$ cat src/rtl/alu_pkg.sv
// rtl/alu_pkg.sv - ALU control codes, RV32I opcode constants and decoded-op struct
// Shared by the decoder and the decode stage. Exports alu_ctrl_e, the opcode and
// funct7 constants, the dec_op_t record, and op_from_f3() that maps funct3 to an ALU code.
package alu_pkg;

  localparam int DEC_XLEN = 32;

  typedef enum logic [3:0] {
    ALU_ADD   = 4'b0000,
    ALU_SLL   = 4'b0001,
    ALU_SLT   = 4'b0010,
    ALU_SLTU  = 4'b0011,
    ALU_XOR   = 4'b0100,
    ALU_SRL   = 4'b0101,
    ALU_OR    = 4'b0110,
    ALU_AND   = 4'b0111,
    ALU_SUB   = 4'b1000,
    ALU_SRA   = 4'b1101,
    ALU_PASSB = 4'b1110
  } alu_ctrl_e;

  localparam logic [6:0] OPC_OP     = 7'b0110011;
  localparam logic [6:0] OPC_OP_IMM = 7'b0010011;
  localparam logic [6:0] OPC_LUI    = 7'b0110111;
  localparam logic [6:0] OPC_AUIPC  = 7'b0010111;
  localparam logic [6:0] OPC_LOAD   = 7'b0000011;
  localparam logic [6:0] OPC_STORE  = 7'b0100011;
  localparam logic [6:0] OPC_JALR   = 7'b1100111;
  localparam logic [6:0] OPC_JAL    = 7'b1101111;
  localparam logic [6:0] OPC_BRANCH = 7'b1100011;

  localparam logic [6:0] F7_NORMAL = 7'b0000000;
  localparam logic [6:0] F7_ALT    = 7'b0100000;

  typedef struct packed {
    alu_ctrl_e             alu_ctrl;
    logic                  sel_a_pc;
    logic                  sel_b_imm;
    logic [DEC_XLEN-1:0]   imm;
    logic                  illegal;
  } dec_op_t;

  // alt selects the funct7=0100000 variant: SUB for 000, SRA for 101.
  function automatic alu_ctrl_e op_from_f3(input logic [2:0] f3, input logic alt);
    alu_ctrl_e r;
    case (f3)
      3'b000:  r = alt ? ALU_SUB : ALU_ADD;
      3'b001:  r = ALU_SLL;
      3'b010:  r = ALU_SLT;
      3'b011:  r = ALU_SLTU;
      3'b100:  r = ALU_XOR;
      3'b101:  r = alt ? ALU_SRA : ALU_SRL;
      3'b110:  r = ALU_OR;
      default: r = ALU_AND;
    endcase
    return r;
  endfunction

endpackage

$ cat src/rtl/alu_ctrl_decoder.sv
// rtl/alu_ctrl_decoder.sv - combinational RV32I word to ALU control decode
// Ports: instr (32-bit instruction word) in, dec (dec_op_t) out.
// An undecodable word yields illegal=1 with every other field zero.
module alu_ctrl_decoder
  import alu_pkg::*;
(
  input  logic [31:0] instr,
  output dec_op_t     dec
);

  logic [6:0]  opc;
  logic [2:0]  f3;
  logic [6:0]  f7;
  logic [31:0] imm_i, imm_s, imm_b, imm_u, imm_j, shamt;
  logic        bad;

  assign opc   = instr[6:0];
  assign f3    = instr[14:12];
  assign f7    = instr[31:25];
  assign imm_i = {{20{instr[31]}}, instr[31:20]};
  assign imm_s = {{20{instr[31]}}, instr[31:25], instr[11:7]};
  assign imm_b = {{19{instr[31]}}, instr[31], instr[7], instr[30:25], instr[11:8], 1'b0};
  assign imm_u = {instr[31:12], 12'b0};
  assign imm_j = {{11{instr[31]}}, instr[31], instr[19:12], instr[20], instr[30:21], 1'b0};
  // Shift immediates carry only the shamt; imm[11:5] is an opcode extension.
  assign shamt = {27'b0, instr[24:20]};

  always_comb begin
    dec = '0;
    bad = 1'b0;
    case (opc)
      OPC_OP: begin
        if (f7 == F7_NORMAL)
          dec.alu_ctrl = op_from_f3(f3, 1'b0);
        else if (f7 == F7_ALT && (f3 == 3'b000 || f3 == 3'b101))
          dec.alu_ctrl = op_from_f3(f3, 1'b1);
        else
          bad = 1'b1;
      end
      OPC_OP_IMM: begin
        dec.sel_b_imm = 1'b1;
        case (f3)
          3'b001: begin
            dec.alu_ctrl = ALU_SLL;
            dec.imm      = shamt;
            bad          = (f7 != F7_NORMAL);
          end
          3'b101: begin
            dec.imm = shamt;
            if (f7 == F7_NORMAL)   dec.alu_ctrl = ALU_SRL;
            else if (f7 == F7_ALT) dec.alu_ctrl = ALU_SRA;
            else                   bad = 1'b1;
          end
          default: begin
            dec.alu_ctrl = op_from_f3(f3, 1'b0);
            dec.imm      = imm_i;
          end
        endcase
      end
      OPC_LUI: begin
        dec.alu_ctrl  = ALU_PASSB;
        dec.sel_b_imm = 1'b1;
        dec.imm       = imm_u;
      end
      OPC_AUIPC: begin
        dec.sel_a_pc  = 1'b1;
        dec.sel_b_imm = 1'b1;
        dec.imm       = imm_u;
      end
      OPC_LOAD, OPC_JALR: begin
        dec.sel_b_imm = 1'b1;
        dec.imm       = imm_i;
      end
      OPC_STORE: begin
        dec.sel_b_imm = 1'b1;
        dec.imm       = imm_s;
      end
      OPC_JAL: begin
        dec.sel_a_pc  = 1'b1;
        dec.sel_b_imm = 1'b1;
        dec.imm       = imm_j;
      end
      OPC_BRANCH: begin
        dec.imm = imm_b;
        case (f3[2:1])
          2'b00:   dec.alu_ctrl = ALU_SUB;
          2'b10:   dec.alu_ctrl = ALU_SLT;
          2'b11:   dec.alu_ctrl = ALU_SLTU;
          default: bad = 1'b1;
        endcase
      end
      default: bad = 1'b1;
    endcase

    if (bad) begin
      dec         = '0;
      dec.illegal = 1'b1;
    end
  end

endmodule

$ cat src/rtl/alu_decode_stage.sv
// rtl/alu_decode_stage.sv - registered ID/EX decode stage producing ALU control
// Ports: clk, rst (sync, active-high); in_valid/in_ready/in_instr/in_pc from ID;
// flush kills held and incoming op; out_valid/out_ready handshake to EX with
// out_alu_ctrl, out_sel_a_pc, out_sel_b_imm, out_imm, out_pc, out_illegal.
module alu_decode_stage
  import alu_pkg::*;
#(
  parameter int XLEN = 32,
  parameter int PC_W = 32
) (
  input  logic            clk,
  input  logic            rst,
  input  logic            in_valid,
  output logic            in_ready,
  input  logic [31:0]     in_instr,
  input  logic [PC_W-1:0] in_pc,
  input  logic            flush,
  output logic            out_valid,
  input  logic            out_ready,
  output logic [3:0]      out_alu_ctrl,
  output logic            out_sel_a_pc,
  output logic            out_sel_b_imm,
  output logic [XLEN-1:0] out_imm,
  output logic [PC_W-1:0] out_pc,
  output logic            out_illegal
);

  dec_op_t         dec;
  dec_op_t         op_q;
  logic [PC_W-1:0] pc_q;

  alu_ctrl_decoder u_dec (
    .instr (in_instr),
    .dec   (dec)
  );

  assign in_ready = !out_valid || out_ready;

  // Payload only changes on an accepted op, so a stall holds it bit-exact and
  // a drained slot keeps the last (defined) payload.
  always_ff @(posedge clk) begin
    if (rst) begin
      out_valid <= 1'b0;
      op_q      <= '0;
      pc_q      <= '0;
    end else if (flush) begin
      out_valid <= 1'b0;
    end else if (in_valid && in_ready) begin
      out_valid <= 1'b1;
      op_q      <= dec;
      pc_q      <= in_pc;
    end else if (out_ready) begin
      out_valid <= 1'b0;
    end
  end

  assign out_alu_ctrl  = op_q.alu_ctrl;
  assign out_sel_a_pc  = op_q.sel_a_pc;
  assign out_sel_b_imm = op_q.sel_b_imm;
  assign out_imm       = op_q.imm;
  assign out_pc        = pc_q;
  assign out_illegal   = op_q.illegal;

endmodule

$ cat config.mk
export PLATFORM = sky130hd
export DESIGN_NAME = alu_decode_stage
export DESIGN_NICKNAME = d
export VERILOG_FILES = /design/src/rtl/alu_pkg.sv /design/src/rtl/alu_ctrl_decoder.sv /design/src/rtl/alu_decode_stage.sv
export SDC_FILE = /design/constraint.sdc
export NUM_CORES = 1
export LEC_CHECK = 0
export ABC_AREA = 1
export BUFFER_PORTS_ARGS = -buffer_cell sky130_fd_sc_hd__buf_2
export CAP_MARGIN = 20
export CORE_MARGIN = 5
export CORE_UTILIZATION = 40
export CTS_CLUSTER_DIAMETER = 40
export DETAILED_ROUTE_END_ITERATION = 8
export HOLD_SLACK_MARGIN = 0.06
export PLACE_DENSITY_LB_ADDON = 0.1
export SLEW_MARGIN = 20
export SYNTH_ARGS = -nofsm -noshare
export SYNTH_HDL_FRONTEND = slang
export SYNTH_SLANG_ARGS = --single-unit
$ cat constraint.sdc
create_clock -name clk -period 2.4 [get_ports clk]
set_input_delay 0.36 -clock clk [delete_from_list [all_inputs] [get_ports clk]]
set_output_delay 0.36 -clock clk [all_outputs]
set_load 0.05 [all_outputs]
==> key figures, run 1 <==
STA
  – Final worst path period share: 0.713
  – Fin Setup TNS: 0 ps
  – Final hold slack: 201 ps
  – Final hold vios: 0
  – Minimum clock period: 1710 ps
  – RSZ-0062 raised after global routing: no
  – Slew Limit Fails: 0
  – Worst setup margin: 689 ps
  – Peak Freq: 0.584 GHz
  – Worst clock skew: 13.8 ps
  – Setup violations, final: 0
  – Max-slew headroom: 0.456
  – Worst Tran Pin Value: 815 ps

Synthesis
  – Seq cells post-synth: 72
  – Syn Inst Count: 541
  – Yosys Warn Count: 0
  – Top cell type's share of synthesized area: 0.407
  – Syn Area/Cell: 6.55 um^2
  – Post-Syn Nets: 610
  – Mapped cell area: 3540 um^2
  – Yosys top cell by area: dfxtp_1
  – Synth area leaders: dfxtp_1 41%, nor2_1 16%, nand2_1 10%, o21ai_0 7.8%, inv_1 5.0%
  – Synth cell types: 27
  – Register area share after synthesis: 0.407

Worst setup path
  – Critical path class: input pin to flop
  – Critical Path Source: in_instr[4]
  – Crit Path Max Fanout: 13
  – Reg-to-reg startpoint: out_valid$_SDFFE_PP0P_
  – Reg-to-reg slack, setup: 700 ps
  – CP peak stage delay: 260 ps
  – Worst r2r path cells: 7
  – Worst path most repeated cell: nand2_1
  – FF-to-FF End: out_imm[0]$_SDFFE_PP0P_
  – Worst setup EP type: flop
  – Worst-path cell with the longest stage delay: inv_4
  – WP data required: 2660 ps
  – CP startpoint kind: input pin
  – CP Cell Sequence: buf_2 > inv_2 > nand2_1 > nor2_2 > nand2_1 > nand2_1 > nor2_2 > nand2_4 > nand4_4 > inv_4 > nand2_1 > a21oi_1
  – Crit path DAT: 1980 ps

Drt
  – DR vias: 3764
  – Final WL: 10200 um
  – Vias per std cell: 4.78
  – Initial drt markers: 173
  – Routed wl met3: 761 um
  – Residual DRC: 0
  – Met2 Wirelength: 4800 um
  – Max Used Layer: met5
  – WL/cell: 12.9 um
  – 1st-pass router iterations: 4
  – Antenna Nets Post-Route: 0
  – Met1 WL: 4500 um

Floorplan
  – I/O Pins: 142
  – Total die area: 10800 um^2
  – Initial Util: 0.408
  – FP Rows: 34
  – Die Y: 104 um
  – Core box area: 8680 um^2
  – DIE WIDTH: 104 um

Hold path
  – Hold_sp: flush
  – Min-delay worst type: input pin to flop
  – Hold depth: 2
  – Worst Hold Path EP: out_valid$_SDFFE_PP0P_

Clocking
  – Max clock buf depth: 2
  – Post-cts resize count: 0
  – CTS root buffer: clkbuf_8
  – Setup Buffers After CTS: 0
  – Clock sink count: 72
  – Hold Buf Count CTS: 0
  – H-tree levels: 3
  – Clk pin slew, worst setup/hold paths: 90 ps
  – Worst-Skew Late Latency: 340 ps
  – CTS tree: done
  – CTS Buf Count: 9

Power and ir drop
  – Final Power: 2.73 mW
  – Lkg Pwr: 2.25 nW
  – PD cells: 602 nW/um^2
  – VDD IR max: 0.000405 V

Placed design
  – HPWL after detailed placement: 7650 um
  – I/O Buffers: 141
  – Post-Place Setup Slack: 383 ps
  – Placed Area: 4310 um^2
  – Cells after DPL: 771
  – RD Place Congestion: 0.850

Final layout
  – Commonest non-fill, non-tap cell in the layout: nor2_1
  – Fillers: 932
  – Final #Nets: 743
  – Area grow syn2layout: 28.0%
  – Post-Layout Cell Count: 787
  – Ant diodes: 0
  – Share of layout cells above drive strength 1: 0.303
  – Util after Layout: 0.522
  – Most frequent cells in the layout: 148 x nor2_1, 141 x buf_2, 99 x nand2_1
  – Final instance area: 4530 um^2

Global route
  – First-pass GRT wire length: 17200 um
  – Vias in the first global route: 3537
  – GRT Residual Overflow: 0
  – Initial antenna violation count: 1
  – Overall Global Routing Usage: 0.187
  – Pin count of the biggest net entering global routing: 40

Job
  – Max-cap violations: 0

Run status
  – Status: completed
worst max-delay path by stage:
| stage | end | cells past startpoint |
|---|---|---|
| 2_1_floorplan | out_pc[0]$_SDFFE_PP0P_ | 8 |
| 6_report | out_imm[0]$_SDFFE_PP0P_ | 12 |
| 4_1_cts | out_imm[0]$_SDFFE_PP0P_ | 7 |
| 3_3_place_gp | out_imm[20]$_SDFFE_PP0P_ | 12 |
| 3_5_place_dp | out_imm[20]$_SDFFE_PP0P_ | 12 |
| 5_1_grt | out_imm[0]$_SDFFE_PP0P_ | 12 |
flip-flops by register name, indices dropped and copies added (netlist names):
signal         flops
out_alu_ctrl       4
out_illegal        1
out_imm           32
out_pc            32
out_sel_a_pc       1
out_sel_b_imm      1
out_valid          1
logic make-up (layout without fill, tap and decap cells):
| family | after synthesis | in the layout | share of synthesized area |
|---|---|---|---|
| DFF | 72 | 72 | 0.407 |
| and+or+nand+nor | 301 | 301 | 0.360 |
| AOI/OAI and AO/OA | 91 | 91 | 0.143 |
| buffers and inverters | 77 | 215 | 0.0908 |
synthesized netlist by cell type, drive strengths merged:
| cell | number |
|---|---|
| clkbuf | 19 |
| inv | 51 |
| a211oi | 1 |
| dfxtp | 72 |
| buf | 7 |
| nand4 | 2 |
| nand3 | 26 |
| nor3 | 2 |
| nand2 | 115 |
| o211ai | 1 |
| nor2 | 156 |
| a21oi | 32 |
| o21ai | 57 |
per-layer routing:
| metal | up-vias | GRT usage |
|---|---|---|
| met5 | - | 0 |
| met4 | 2 | 0.0500 |
| met3 | 10 | 0.0497 |
| met2 | 110 | 0.312 |
| met1 | 1690 | 0.238 |
| li1 | 1952 | - |
power breakdown:
group          switching (mW)  leakage [nW]  internal (mW)
Sequential             0.0165         0.586           1.23
Combinational           0.304          1.56          0.110
Clock                   0.475         0.103          0.591
cell type report:
type                    count  area [um^2]  share of cell area
clock buffers              10          128              0.0281
clock inverters             6         92.6              0.0204
inverters                  51          194              0.0428
multi-input cells         392         1790               0.394
flip-flops and latches     72         1440               0.318
well taps                 108          135              0.0298
repair buffers            148          758               0.167
worst max-delay path, delay by kind of cell:
kind | cells | cell delay (ps)
AO/OA/AOI/OAI | 1 | 140
AND/OR/NAND/NOR | 8 | 1010
buffers and inverters | 3 | 480
(Power assumes the default switching activity.)
==> run 2: changes to the inputs <==
Settings changed: ABC_AREA 1 to 0.
Clock period 2.4 ns to 1.7 ns, I/O delays scaled along.
==> key figures, run 2 <==
Run status
  – Status: completed

Global route
  – Vias in the first global route: 3326 (-6.0%)
  – First-pass GRT wire length: 16000 um (-6.7%)
  – Pin count of the biggest net entering global routing: 43 (+7.5%)
  – GRT Residual Overflow: 0 (unchanged)
  – Initial antenna violation count: 0 (-1)
  – Overall Global Routing Usage: 0.197 (+0.0100)

STA
  – Fin Setup TNS: 0 ps (unchanged)
  – Worst Tran Pin Value: 622 ps (-193 ps)
  – Setup violations, final: 0 (unchanged)
  – RSZ-0062 raised after global routing: yes
  – Max-slew headroom: 0.584 (+0.128)
  – Final worst path period share: 1.00
  – Slew Limit Fails: 0 (unchanged)
  – Final hold slack: 135 ps (-66.5 ps)
  – Worst clock skew: 15.6 ps (+1.75 ps)
  – Final hold vios: 0 (unchanged)
  – Minimum clock period: 1700 ps
  – Peak Freq: 0.588 GHz
  – Worst setup margin: 0.501 ps (-689 ps)

Synthesis
  – Post-synth EDFFs: 0 (unchanged)
  – Syn Inst Count: 382 (-29%)
  – Compound-Gate Fraction of Synth Area: 0.272 (+0.129)
  – Yosys Warn Count: 0 (unchanged)
  – Syn Area/Cell: 8.40 um^2 (+28%)
  – Synth cell types: 58 (+110%)
  – Dominant synthesized flop cell: dfxtp_1
  – Most numerous cell in the Yosys netlist: nand2_1
  – Multiplexer share of the synthesized area: 0 (unchanged)
  – Synth Area in Adders: 0 (unchanged)
  – Synth Area in Simple Gates: 0.235 (-0.125)
  – Synth top cells by count: 100 x nand2_1, 72 x dfxtp_1, 58 x a21oi_1, 22 x clkbuf_1, 20 x o21ai_2
  – Mapped cell area: 3210 um^2 (-9.5%)
  – Top cell type's share of synthesized area: 0.449 (+0.0425)
  – Post-Syn Nets: 451 (-26%)
  – Yosys top cell by area: dfxtp_1
  – Post-synth ARST share: 0 (unchanged)
  – Seq cells post-synth: 72 (unchanged)
  – Largest family of logic cells by synthesized area: compound AO/OA/AOI/OAI gates
  – XOR/XNOR share of the synthesized area: 0.00273 (+0.00273)
  – Synth area leaders: dfxtp_1 45%, nand2_1 12%, a21oi_1 9.0%, o21ai_2 5.5%, clkbuf_1 2.6%
  – Register area share after synthesis: 0.449 (+0.0425)

Drt
  – Final WL: 9770 um (-3.8%)
  – Antenna Nets Post-Route: 0 (unchanged)
  – Initial drt markers: 126 (-27%)
  – 1st-pass router iterations: 4 (unchanged)
  – Residual DRC: 0 (unchanged)
  – WL/cell: 14.4 um (+12%)
  – DR vias: 3390 (-9.9%)
  – Vias per std cell: 5.01 (+4.7%)

Worst setup path
  – FF-to-FF End: out_imm[24]$_SDFFE_PP0P_
  – Crit path DAT: 1980 ps (about the same)
  – Worst r2r path cells: 7 (unchanged)
  – Worst-path cell with the longest stage delay: or3_4
  – Reg-to-reg slack, setup: 0.5 ps (-700 ps)
  – CP startpoint kind: flop
  – Critical path class: flop to flop
  – Worst setup EP type: flop
  – CP Cell Sequence: nor2b_4 > nor3b_4 > buf_6 > o211ai_2 > or3_4 > clkbuf_16 > o21ai_2
  – Crit Path Max Fanout: 7 (-6)
  – WP data required: 1980 ps (-680 ps)
  – Reg-to-reg startpoint: out_valid$_SDFFE_PP0P_
  – CP peak stage delay: 400 ps (+140 ps)

Final layout
  – Commonest non-fill, non-tap cell in the layout: buf_2
  – Post-Layout Cell Count: 677 (-14%)
  – Area grow syn2layout: 47.0%
  – Area of the multi-input gates: 1710 um^2 (-4.3%)
  – Fillers: 745 (-20%)
  – Share of layout cells above drive strength 1: 0.459 (+0.156)
  – Util after Layout: 0.607 (+0.0846)
  – Register area: 1450 um^2 (+0.26%)
  – Ant diodes: 0 (unchanged)
  – Most frequent cells in the layout: 140 x buf_2, 100 x nand2_1, 71 x dfxtp_1
  – Final #Nets: 639 (-14%)

Placed design
  – Post-Place Setup Slack: -507 ps (-890 ps)
  – HPWL after detailed placement: 7190 um (-6.0%)
  – I/O Buffers: 141 (unchanged)
  – Cells after DPL: 656 (-15%)
  – RD Place Congestion: 0.870 (+2.4%)

Power and ir drop
  – Power Internal: 2.49 mW (+29%)
  – Lkg Pwr: 2.13 nW (-5.3%)
  – Switching Share: 0.301 (+0.00968)
  – VDD IR max: 0.000462 V (+14%)
  – P_sw: 1.07 mW (+35%)
  – Comb power frac: 0.169 (+0.017)
  – Part of the power in registers: 0.488 (+0.030)
  – PD cells: 755 nW/um^2 (+25%)
  – Clock share of power: 0.342 (-0.048)

Floorplan
  – Core box area: 7770 um^2 (-10%)
  – Initial Util: 0.413 (+0.00471)
  – DIE WIDTH: 99.6 um (-4.4%)
  – I/O Pins: 142 (unchanged)
  – FP Rows: 32 (-5.9%)
  – Die Y: 99.6 um (-4.4%)
  – Total die area: 9910 um^2 (-8.6%)

Clocking
  – Worst-Skew Late Latency: 350 ps (about the same)
  – Clock sink count: 72 (unchanged)
  – CTS tree: done
  – CTS root buffer: clkbuf_8
  – Clk pin slew, worst setup/hold paths: 80 ps (about the same)
  – CTS Buf Count: 9 (unchanged)
  – H-tree levels: 3 (unchanged)
  – Max clock buf depth: 2 (unchanged)

Hold path
  – Hold_sp: flush
  – Min-delay worst type: input pin to flop
  – Hold depth: 2 (unchanged)
  – Worst Hold Path EP: out_valid$_SDFFE_PP0P_

Job
  – Max-cap violations: 0 (unchanged)
-- run 2: layer usage --
| layer | share of wire | track usage | wire, um | up-vias |
|---|---|---|---|---|
| met5 | 0 | 0 | 0 | - |
| met4 | 0.016 | 0.0609 | 161 | 0 |
| met3 | 0.071 | 0.0533 | 697 | 17 |
| met2 | 0.48 | 0.328 | 4720 | 104 |
| met1 | 0.43 | 0.249 | 4200 | 1535 |
| li1 | - | - | - | 1734 |
-- run 2: metrics by stage --
| step | cell area, um^2 | total power [mW] |
|---|---|---|
| after CTS | 4640 | 3.60 |
| after floorplan | 3270 | 2.11 |
| after global routing | 4720 | 3.74 |
| final | 4720 | 3.56 |
| after global placement | 4400 | 2.36 |
| after detailed placement | 4400 | 2.37 |
-- run 2: power by group through the flow --
stage          Clock (mW)  Combinational [mW]  Sequential (mW)
3_3_place_gp            0               0.584             1.78
4_1_cts              1.26               0.599             1.74
2_1_floorplan           0               0.201             1.91
5_1_grt              1.34               0.654             1.74
3_5_place_dp            0               0.588             1.78
6_report             1.22               0.604             1.74
-- run 2: cells by family after synthesis --
logic type,Yosys count
buffers and inverters,30
AND/OR/NAND/NOR,153
AO/OA/AOI/OAI,126
flip-flops,72
XOR/XNOR,1
-- run 2: area by class of cell --
cell class                      count  area share
Multi-Input combinational cell    280       0.362
Clock buffer                       10      0.0271
Clock inverter                      6     0.00929
Tap cell                          102      0.0271
Sequential cell                    72       0.306
Inverter                            4     0.00398
Timing Repair Buffer              203       0.264
-- run 2: worst max-delay path by stage --
stage,from,end,slack [ps],cells past startpoint
after global routing,out_valid$_SDFFE_PP0P_,out_alu_ctrl[2]$_SDFFE_PP0P_,-80,7
after CTS,out_valid$_SDFFE_PP0P_,out_alu_ctrl[2]$_SDFFE_PP0P_,-10,7
after detailed placement,in_instr[27],out_imm[10]$_SDFFE_PP0P_,-510,7
after floorplan,in_instr[27],out_alu_ctrl[2]$_SDFFE_PP0P_,-260,5
after global placement,in_instr[27],out_imm[8]$_SDFFE_PP0P_,-430,7
final,out_valid$_SDFFE_PP0P_,out_imm[24]$_SDFFE_PP0P_,0.5,7
-- run 2: worst max-delay path: cells and delay by family (launching register included) --
family	cells	cell delay, ps
and+or+nand+nor	3	750
DFF	1	340
buffers and inverters	2	330
AOI/OAI and AO/OA	2	220
-- run 2: repair_timing --
action                     4_1_cts  5_1_grt
buffers inserted                 3        1
gates resized for setup          9       16
cloned                           0        1
pin swaps                        4        4
setup endpoints to repair       41       36
hold buffers                     0        0
==> run 3: changes to the inputs <==
Settings changed: GPL_TIMING_DRIVEN set to 0.
==> key figures, run 3 (synthesized netlist as in run 2, its figures left out) <==
Hold path
  – Hold_sp: in_instr[26]
  – Hold depth: 2 (unchanged)
  – Worst Hold Path EP: out_imm[6]$_SDFFE_PP0P_
  – Min-delay worst type: input pin to flop

Placed design
  – RD Place Congestion: 0.915 (+5.2%)
  – I/O Buffers: 140 (-0.71%)
  – HPWL after detailed placement: 7140 um (-0.80%)

Drt
  – Vias per std cell: 5.23 (+4.4%)
  – Final WL: 9960 um (+1.9%)
  – Residual DRC: 0 (unchanged)
  – WL/cell: 15.1 um (+4.9%)
  – DR vias: 3439 (+1.4%)
  – 1st-pass router iterations: 6 (+2)
  – Initial drt markers: 174 (+38%)
  – Antenna Nets Post-Route: 0 (unchanged)

Run status
  – Status: finished, violations left
  – Failing checks: negative setup slack

Job
  – Max-cap violations: 0 (unchanged)

STA
  – Worst Tran Pin Value: 608 ps (-14.7 ps)
  – Worst setup margin: -172 ps (-172 ps)
  – RSZ-0062 raised after global routing: yes
  – Peak Freq: 0.534 GHz (-9.2%)
  – Final hold vios: 0 (unchanged)
  – Final worst path period share: 1.10 (+0.101)
  – Max-slew headroom: 0.594 (+0.00993)
  – Slew Limit Fails: 0 (unchanged)
  – Setup violations, final: 36 (+36)
  – Worst clock skew: 11.1 ps (-4.50 ps)
  – Minimum clock period: 1870 ps (+172 ps)
  – Final hold slack: 132 ps (-2.78 ps)

Floorplan
  – FP Rows: 32 (unchanged)
  – Total die area: 9910 um^2 (unchanged)
  – I/O Pins: 142 (unchanged)
  – Initial Util: 0.413 (unchanged)
  – DIE WIDTH: 99.6 um (unchanged)
  – Die Y: 99.6 um (unchanged)
  – Core box area: 7770 um^2 (unchanged)

Worst setup path
  – Crit Path Max Fanout: 6 (-1)
  – Worst setup EP type: flop
  – WP data required: 1970 ps (about the same)
  – CP startpoint kind: input pin
  – Critical path class: input pin to flop
  – Crit path DAT: 2140 ps (+160 ps)
  – Reg-to-reg startpoint: out_valid$_SDFFE_PP0P_
  – FF-to-FF End: out_imm[7]$_SDFFE_PP0P_
  – Worst r2r path cells: 7 (unchanged)
  – Reg-to-reg slack, setup: -90 ps (-90 ps)

Final layout
  – Area grow syn2layout: 43.4%
  – Util after Layout: 0.592 (-0.0147)
  – Share of layout cells above drive strength 1: 0.432 (-0.0275)
  – Fillers: 735 (-1.3%)
  – Ant diodes: 0 (unchanged)
  – Final #Nets: 620 (-3.0%)
  – Commonest non-fill, non-tap cell in the layout: buf_2
  – Most frequent cells in the layout: 137 x buf_2, 100 x nand2_1, 71 x dfxtp_1

Global route
  – Pin count of the biggest net entering global routing: 14 (-67%)
  – Overall Global Routing Usage: 0.193 (-0.00445)
  – Gr busiest metal: met2
  – Routing usage on met3: 0.0575 (+0.00421)
  – GRT met2 Usage: 0.313 (-0.0155)
  – GRT Residual Overflow: 0 (unchanged)
  – First-pass GRT wire length: 15700 um (-2.0%)
  – Vias in the first global route: 3223 (-3.1%)
  – Met1 Use GR: 0.249 (+0.000752)
  – Initial antenna violation count: 0 (unchanged)

Power and ir drop
  – Lkg Pwr: 2.02 nW (-5.0%)
  – PD cells: 765 nW/um^2 (+1.3%)
  – Final Power: 3.52 mW (-1.1%)
  – VDD IR max: 0.000512 V (+11%)

Clocking
  – CTS tree: done
  – Max clock buf depth: 2 (unchanged)
  – Clk pin slew, worst setup/hold paths: 80 ps (about the same)
  – Clock sink count: 72 (unchanged)
  – CTS root buffer: clkbuf_8
  – Worst-Skew Late Latency: 330 ps (-20 ps)
  – H-tree levels: 3 (unchanged)
  – CTS Buf Count: 9 (unchanged)
run 3: layout make-up:
type	count	area [um^2]	area share
multi-input cells	280	1720	0.374
flip-flops and latches	72	1450	0.314
repair buffers	160	931	0.202
plain buffers	24	185	0.0402
clock buffers	10	128	0.0277
well taps	102	128	0.0277
clock inverters	6	43.8	0.00952
inverters	4	18.8	0.00408
run 3: how the worst max path moves through the flow:
stage                                   end    startpoint  cells past startpoint  slack [ps]
2_1_floorplan  out_alu_ctrl[2]$_SDFFE_PP0P_  in_instr[27]                      5        -260
3_5_place_dp   out_alu_ctrl[3]$_SDFFE_PP0P_   in_instr[2]                      7        -750
3_3_place_gp   out_alu_ctrl[3]$_SDFFE_PP0P_   in_instr[2]                      7        -800
4_1_cts             out_imm[9]$_SDFFE_PP0P_  in_instr[25]                      7        -100
6_report            out_imm[7]$_SDFFE_PP0P_  in_instr[25]                      7        -170
5_1_grt             out_imm[7]$_SDFFE_PP0P_  in_instr[25]                      7        -230
run 3: per-stage QoR:
stage / setup TNS (ps) / cell area, um^2 / instances / setup WS (ps)
3_3_place_gp: -24430 / 4100 / 624 / -800
4_1_cts: -1050 / 4470 / 650 / -103
2_1_floorplan: -9430 / 3270 / 382 / -262
5_1_grt: -5130 / 4600 / 658 / -232
6_report: -2510 / 4600 / 658 / -172
3_5_place_dp: -24160 / 4100 / 624 / -752
run 3: layer usage:
layer,vias up,wire length (um)
met5,-,0
met4,0,97
met3,13,822
met2,145,4830
met1,1587,4220
li1,1694,-
run 3: report_power, final:
| part | switching [mW] | leakage, nW | total (mW) | internal (mW) |
|---|---|---|---|---|
| Combinational | 0.380 | 1.35 | 0.573 | 0.193 |
| Clock | 0.670 | 0.0885 | 1.21 | 0.539 |
| Sequential | 0.0166 | 0.585 | 1.74 | 1.72 |
| Total | 1.07 | 2.02 | 3.52 | 2.45 |
run 3: timing repair:
action                                 in CTS  in global routing
gates resized for setup                    29                 22
pin swaps                                  22                 15
setup endpoints to repair                  39                 67
endpoints found under the hold margin       0                  0
buffers inserted                           11                  8
gates cloned                                1                  1
hold buffers                                0                  0
run 3: worst max-delay path: stages:
cell and delay (ps):
buf_6 90, or4_4 590, nor4_4 390, nand3b_4 170, a2111oi_4 300, buf_4 200, a22o_1 150
